### config.mk
export PLATFORM = sky130hd
export DESIGN_NAME = mem_stage_flat
export DESIGN_NICKNAME = d
export VERILOG_FILES = /design/src/rtl/mem_stage_pkg.sv /design/src/rtl/mem_stage_if.sv /design/src/rtl/mem_wb_reg.sv /design/src/rtl/mem_stage.sv /design/src/flat_wrapper.sv
export SDC_FILE = /design/constraint.sdc
export NUM_CORES = 1
export LEC_CHECK = 0
export ABC_AREA = 1
export BUFFER_PORTS_ARGS = -buffer_cell sky130_fd_sc_hd__buf_2
export CAP_MARGIN = 0
export CORE_MARGIN = 3
export CORE_UTILIZATION = 41
export DETAILED_ROUTE_END_ITERATION = 8
export GPL_TIMING_DRIVEN = 0
export PLACE_DENSITY = 0.7
export SETUP_SLACK_MARGIN = 0.3
export SYNTH_ARGS = -nofsm -noshare
export SYNTH_HDL_FRONTEND = slang
export SYNTH_HIERARCHICAL = 1
export SYNTH_SLANG_ARGS = --single-unit
### constraint.sdc
create_clock -name CLOCK -period 7.5 [get_ports CLOCK]
set_clock_uncertainty 0.05 [all_clocks]
set_input_delay 1.5 -clock CLOCK [delete_from_list [all_inputs] [get_ports CLOCK]]
set_output_delay 1.5 -clock CLOCK [all_outputs]
set_load 0.03 [all_outputs]
### src/rtl/mem_stage_pkg.sv
// Shared MEM-stage types: FSM state, memory request and writeback payloads, opcodes.
// Used by mem_stage (optional MEM_ALIGN_CHECK_EN build) and by decode/EX.
package mem_stage_pkg;

    localparam int unsigned DATA_W = 32;
    localparam int unsigned ADDR_W = 32;
    localparam int unsigned REG_W  = 5;
    localparam int unsigned OPC_W  = 6;

    localparam logic [OPC_W-1:0] OP_LW = 6'b100011;
    localparam logic [OPC_W-1:0] OP_SW = 6'b101011;

    typedef enum logic {
        IDLE = 1'b0,
        WAIT = 1'b1
    } state_e;

    typedef struct packed {
        logic              we;
        logic [ADDR_W-1:0] addr;
        logic [DATA_W-1:0] wdata;
    } mem_req_t;

    typedef struct packed {
        logic              regwrite;
        logic [REG_W-1:0]  rd;
        logic [DATA_W-1:0] data;
    } wb_t;

endpackage

### src/rtl/mem_stage_if.sv
// Data-memory bus between the MEM stage (master) and the data memory (slave).
interface mem_stage_if;
    import mem_stage_pkg::*;

    logic              mem_req;
    logic              mem_we;
    logic [ADDR_W-1:0] mem_addr;
    logic [DATA_W-1:0] mem_wdata;
    logic [DATA_W-1:0] mem_rdata;
    logic              mem_ack;

    modport master (
        output mem_req, mem_we, mem_addr, mem_wdata,
        input  mem_rdata, mem_ack
    );

    modport slave (
        input  mem_req, mem_we, mem_addr, mem_wdata,
        output mem_rdata, mem_ack
    );

endinterface

### src/rtl/mem_wb_reg.sv
// MEM/WB pipeline register: one-cycle valid pulse per retirement, payload held between retirements.
module mem_wb_reg
    import mem_stage_pkg::*;
(
    input  logic              CLOCK,
    input  logic              RESET,
    input  logic              retire,
    input  wb_t               wb_in,
    output logic              wb_valid,
    output logic              wb_RegWrite,
    output logic [REG_W-1:0]  wb_reg,
    output logic [DATA_W-1:0] wb_data
);

    logic wb_valid_q, wb_valid_d;
    wb_t  wb_q, wb_d;

    always_comb begin
        wb_valid_d = retire;
        wb_d       = wb_q;
        if (retire) begin
            wb_d = wb_in;
        end
    end

    always_ff @(posedge CLOCK or posedge RESET) begin
        if (RESET) begin
            wb_valid_q <= 1'b0;
            wb_q       <= '0;
        end else begin
            wb_valid_q <= wb_valid_d;
            wb_q       <= wb_d;
        end
    end

    assign wb_valid    = wb_valid_q;
    assign wb_RegWrite = wb_q.regwrite;
    assign wb_reg      = wb_q.rd;
    assign wb_data     = wb_q.data;

endmodule

### src/rtl/mem_stage.sv
// MEM pipeline stage: IDLE/WAIT FSM issuing variable-latency lw/sw requests and retiring into MEM/WB.
// Define MEM_ALIGN_CHECK_EN to reject misaligned lw/sw and expose align_err.
module mem_stage
    import mem_stage_pkg::*;
(
    input  logic              CLOCK,
    input  logic              RESET,
    input  logic              valid_in,
    input  logic              RegWrite_in,
    input  logic              MemtoReg_in,
    input  logic              MemWrite_in,
    input  logic [DATA_W-1:0] alu_result_in,
    input  logic [DATA_W-1:0] store_data_in,
    input  logic [REG_W-1:0]  dest_reg_in,
    output logic              stall,
    mem_stage_if.master       mem,
    output logic              wb_valid,
    output logic              wb_RegWrite,
    output logic [REG_W-1:0]  wb_reg,
    output logic [DATA_W-1:0] wb_data
`ifdef MEM_ALIGN_CHECK_EN
    ,
    output logic              align_err
`endif
);

    state_e           state_q, state_d;
    logic             mem_req_q, mem_req_d;
    mem_req_t         req_q, req_d;
    logic             load_q, load_d;
    logic             rw_q, rw_d;
    logic [REG_W-1:0] dest_q, dest_d;

    logic             is_mem_c;
    logic             retire_c;
    wb_t              wb_c;

`ifdef MEM_ALIGN_CHECK_EN
    logic align_err_q, align_err_d;
    logic misalign_c;
    assign misalign_c = (alu_result_in[1:0] != 2'b00);
`endif

    // MemtoReg with MemWrite counts as a store, so MemWrite alone decides direction.
    assign is_mem_c = MemtoReg_in | MemWrite_in;

    always_comb begin
        state_d   = state_q;
        mem_req_d = mem_req_q;
        req_d     = req_q;
        load_d    = load_q;
        rw_d      = rw_q;
        dest_d    = dest_q;
        retire_c  = 1'b0;
        wb_c      = '0;
`ifdef MEM_ALIGN_CHECK_EN
        align_err_d = 1'b0;
`endif
        case (state_q)
            IDLE: begin
                if (valid_in) begin
                    if (!is_mem_c) begin
                        retire_c = 1'b1;
                        wb_c     = '{RegWrite_in, dest_reg_in, alu_result_in};
                    end
`ifdef MEM_ALIGN_CHECK_EN
                    else if (misalign_c) begin
                        retire_c    = 1'b1;
                        wb_c        = '{1'b0, dest_reg_in, DATA_W'(0)};
                        align_err_d = 1'b1;
                    end
`endif
                    else begin
                        state_d   = WAIT;
                        mem_req_d = 1'b1;
                        req_d     = '{MemWrite_in, alu_result_in, store_data_in};
                        load_d    = ~MemWrite_in;
                        rw_d      = RegWrite_in;
                        dest_d    = dest_reg_in;
                    end
                end
            end
            WAIT: begin
                // Request stays frozen until the ack; rdata is only trusted in the ack cycle.
                if (mem.mem_ack) begin
                    state_d   = IDLE;
                    mem_req_d = 1'b0;
                    req_d.we  = 1'b0;
                    retire_c  = 1'b1;
                    wb_c      = load_q ? '{rw_q, dest_q, mem.mem_rdata}
                                       : '{1'b0, dest_q, DATA_W'(0)};
                end
            end
            default: begin
                state_d = IDLE;
            end
        endcase
    end

    always_ff @(posedge CLOCK or posedge RESET) begin
        if (RESET) begin
            state_q   <= IDLE;
            mem_req_q <= 1'b0;
            req_q     <= '0;
            load_q    <= 1'b0;
            rw_q      <= 1'b0;
            dest_q    <= '0;
`ifdef MEM_ALIGN_CHECK_EN
            align_err_q <= 1'b0;
`endif
        end else begin
            state_q   <= state_d;
            mem_req_q <= mem_req_d;
            req_q     <= req_d;
            load_q    <= load_d;
            rw_q      <= rw_d;
            dest_q    <= dest_d;
`ifdef MEM_ALIGN_CHECK_EN
            align_err_q <= align_err_d;
`endif
        end
    end

    assign stall         = (state_q == WAIT);
    assign mem.mem_req   = mem_req_q;
    assign mem.mem_we    = req_q.we;
    assign mem.mem_addr  = req_q.addr;
    assign mem.mem_wdata = req_q.wdata;
`ifdef MEM_ALIGN_CHECK_EN
    assign align_err     = align_err_q;
`endif

    mem_wb_reg u_mem_wb_reg (
        .CLOCK       (CLOCK),
        .RESET       (RESET),
        .retire      (retire_c),
        .wb_in       (wb_c),
        .wb_valid    (wb_valid),
        .wb_RegWrite (wb_RegWrite),
        .wb_reg      (wb_reg),
        .wb_data     (wb_data)
    );

endmodule

### src/flat_wrapper.sv
// flat-port wrapper written by rule: the top's interface ports become plain ports
module mem_stage_flat import mem_stage_pkg::*;
  (CLOCK, RESET, valid_in, RegWrite_in, MemtoReg_in, MemWrite_in, alu_result_in, store_data_in, dest_reg_in, stall, wb_valid, wb_RegWrite, wb_reg, wb_data, mem_mem_req, mem_mem_we, mem_mem_addr, mem_mem_wdata, mem_mem_rdata, mem_mem_ack);
  mem_stage_if mem_i ();
  input  logic CLOCK;
  input  logic RESET;
  input  logic valid_in;
  input  logic RegWrite_in;
  input  logic MemtoReg_in;
  input  logic MemWrite_in;
  input  logic [DATA_W-1:0] alu_result_in;
  input  logic [DATA_W-1:0] store_data_in;
  input  logic [REG_W-1:0] dest_reg_in;
  output logic stall;
  output logic wb_valid;
  output logic wb_RegWrite;
  output logic [REG_W-1:0] wb_reg;
  output logic [DATA_W-1:0] wb_data;
  output wire logic [$bits(mem_i.mem_req)-1:0] mem_mem_req;
  output wire logic [$bits(mem_i.mem_we)-1:0] mem_mem_we;
  output wire logic [$bits(mem_i.mem_addr)-1:0] mem_mem_addr;
  output wire logic [$bits(mem_i.mem_wdata)-1:0] mem_mem_wdata;
  input wire logic [$bits(mem_i.mem_rdata)-1:0] mem_mem_rdata;
  input wire logic [$bits(mem_i.mem_ack)-1:0] mem_mem_ack;
  assign mem_mem_req = mem_i.mem_req;
  assign mem_mem_we = mem_i.mem_we;
  assign mem_mem_addr = mem_i.mem_addr;
  assign mem_mem_wdata = mem_i.mem_wdata;
  assign mem_i.mem_rdata = mem_mem_rdata;
  assign mem_i.mem_ack = mem_mem_ack;
  mem_stage u_core (.CLOCK(CLOCK), .RESET(RESET), .valid_in(valid_in), .RegWrite_in(RegWrite_in), .MemtoReg_in(MemtoReg_in), .MemWrite_in(MemWrite_in), .alu_result_in(alu_result_in), .store_data_in(store_data_in), .dest_reg_in(dest_reg_in), .stall(stall), .mem(mem_i), .wb_valid(wb_valid), .wb_RegWrite(wb_RegWrite), .wb_reg(wb_reg), .wb_data(wb_data));
endmodule
==> summary.txt <==
Outcome
  – Outcome: complete, no violations

Drt
  – Routed wire length: 15200 µm
  – DRC: 0
  – Drt wl/cell: 15.0 µm
  – Vias: 4954
  – Pre-Repair DR Iteration Count: 4
  – Via density: 4.89
  – Detail Route Antenna Nets: 0
  – Initial drt markers: 224

CTS
  – Root buf cell: clkbuf_16
  – Resize count post-CTS: 0
  – CTS tree: built
  – Htree depth: 4
  – Maximum clock insertion buffer count: 2
  – Post-CTS Setup Inserts: 0
  – Clk sinks: 113
  – Clk pin slew, worst setup/hold paths: 0.05 ns
  – Cts hold-fix bufs: 0
  – Cts bufs inserted: 17
  – Clock latency on the worst-skew pair: 0.40 ns

Floorplanning
  – Die Height: 117 µm
  – Core ar.: 11700 µm²
  – Rows: 39
  – Num ports: 214
  – Die width: 117 µm
  – Die area: 13600 µm²
  – Initial core utilization: 42.9%

Hold path
  – Worst Hold End: u_core/mem.mem_wdata[1]
  – Hold Crit Start: u_core/mem.mem_wdata[1]
  – Hold-critical path depth: 2
  – Hold Path Class: flop to flop

Pwr
  – Sw frac: 34.3%
  – Power per cell area: 312 nW/µm²
  – Pleak: 4.14 nW
  – Flop pwr share: 36.2%
  – Internal Power: 1.41 mW
  – Comb pwr share: 27.3%
  – Sw Pwr: 0.735 mW
  – Clock power share: 36.5%
  – Worst vdd ir: 0.143 mV

Placement
  – Place WS: 4.12 ns
  – DP HPWL: 11200 µm
  – Placed Instances: 981
  – PortBufs: 213
  – Gpl congestion: 0.819

Synthesis
  – YS warnings: 6
  – Synth Area per Inst: 8.04 µm²
  – Sequential share of the synthesized area: 56.3%
  – Area share of the largest cell type after synthesis: 56.3%
  – Syn Inst Count: 624
  – Synthesized flop and latch total: 113
  – Syn nets: 732
  – Synth Cell Area: 5020 µm²
  – Area leader, netlist: dfrtp_1
  – Synth cell types: 15
  – Synth area leaders: dfrtp_1 (56%), nand2_1 (23%), nand3_1 (14%), buf_2 (2.7%), buf_4 (0.90%)

Global route
  – Most Used Layer, Global Route: met2
  – Total track usage: 23.0%
  – Pin count of the biggest net entering global routing: 52
  – GR Util met1: 30.0%
  – Total congestion overflow: 0
  – First-pass GRT wire length: 24000 µm
  – Initial antenna violation count: 1
  – Number of global-route vias before repair: 4691
  – Grt met2 use: 37.3%
  – Grt met3 use: 6.01%

Timing
  – Unrepaired setup endpoints after global routing: no
  – Setup_tns: 0 ns
  – Max-slew violations: 0
  – Final setup margin: 4.56 ns
  – Final period util: 39.2%
  – Slew @ Worst Pin: 0.879 ns
  – Final Hold Vio Count: 0
  – Setup violations, final: 0
  – Tmin final: 2.94 ns
  – Max Fclk: 340 MHz
  – Worst rel slew slack: 41.3%

Critical path
  – R2R cell count: 10
  – CP Data Required Time: 7.75 ns
  – RR Endpoint: u_core/u_mem_wb_reg/wb_data[22]
  – Critical Path Sink Type: flop
  – Worst R2R Setup Slack: 5.54 ns
  – Critical path arrival: 3.18 ns
  – Critical path class: input pin to flop
  – Worst R2R Start: u_core/stall
  – Crit path launch type: input pin
  – Max FO, Critical Path: 10

Layout
  – # diodes: 0
  – Finished Layout Cells: 1013
  – # nets final: 965
  – Commonest non-fill, non-tap cells in the layout: nand2_1 (308), buf_2 (240), nand3_1 (143)
  – Share of cells above drive strength 1: 32.5%
  – Post-layout util: 58.7%
  – Area grow syn2layout: 36.9%
  – Commonest non-fill, non-tap cell in the layout: nand2_1

Run
  – Max-Cap Viols: 0
-- cells by family (layout without fill, tap and decap cells) --
logic type      Yosys count  count (layout)  synth area share (%)
compound gates            2               2                 0.199
buf+inv                  55             301                  5.83
flops                   113             113                  56.3
simple gates            454             454                  37.6
-- synth_stat cells --
master    instances
nor2_2            1
inv_1             7
buf_1             2
nand2_1         308
buf_2            27
o21ai_0           1
a21oi_1           1
buf_4             6
nand3_1         143
nand2_2           1
inv_2             2
clkbuf_1          7
dfrtp_1         113
nor2_1            1
buf_6             4
-- stage by stage --
stage                     hold WS [ns]  cell area (µm²)  power, mW
after detailed placement         0.404             6290       1.37
after global placement           0.399             6260       1.36
final                            0.414             6870       2.14
after floorplan                  0.392             5020       1.16
after CTS                        0.416             6870       2.16
after global routing             0.430             6870       2.25
-- per-layer routing --
metal	routed length (µm)	vias up
li1	-	2465
met1	6690	2309
met2	7250	156
met3	967	22
met4	267	2
met5	7	-
-- layout make-up --
cell class,count,area [µm²]
plain buffers,46,259
clock buffers,27,503
clock inverters,5,75.1
fillers,1115,4840
inverters,9,36.3
multi-input cells,456,1900
flip-flops and latches,113,2830
well taps,143,179
repair buffers,214,1090
-- power groups by stage --
stage	sequential [mW]	clock, mW	combinational [mW]
floorplan	0.986	0	0.177
global placement	0.780	0	0.584
detailed placement	0.781	0	0.592
CTS	0.774	0.797	0.592
global route	0.788	0.823	0.638
finish	0.775	0.781	0.586
-- worst max-delay path by stage --
stage | endpoint | cells past startpoint | from
CTS | u_core/u_mem_wb_reg/wb_data[19] | 11 | MemtoReg_in
global route | u_core/u_mem_wb_reg/wb_data[27] | 11 | MemtoReg_in
detailed placement | u_core/u_mem_wb_reg/wb_data[28] | 11 | MemtoReg_in
global placement | u_core/mem.mem_wdata[22] | 2 | RESET
floorplan | u_core/dest_q[0] | 1 | RESET
finish | u_core/u_mem_wb_reg/wb_data[22] | 11 | MemtoReg_in
-- critical path, stage by stage --
cell	delay [ns]
buf_2	0.13
nor2_1	0.31
buf_2	0.32
buf_4	0.22
nand2_1	0.06
nand2_1	0.14
inv_2	0.05
buf_4	0.18
buf_6	0.16
nand2_1	0.07
nand2_1	0.04
Note: power is estimated with default switching activity, not from simulation.
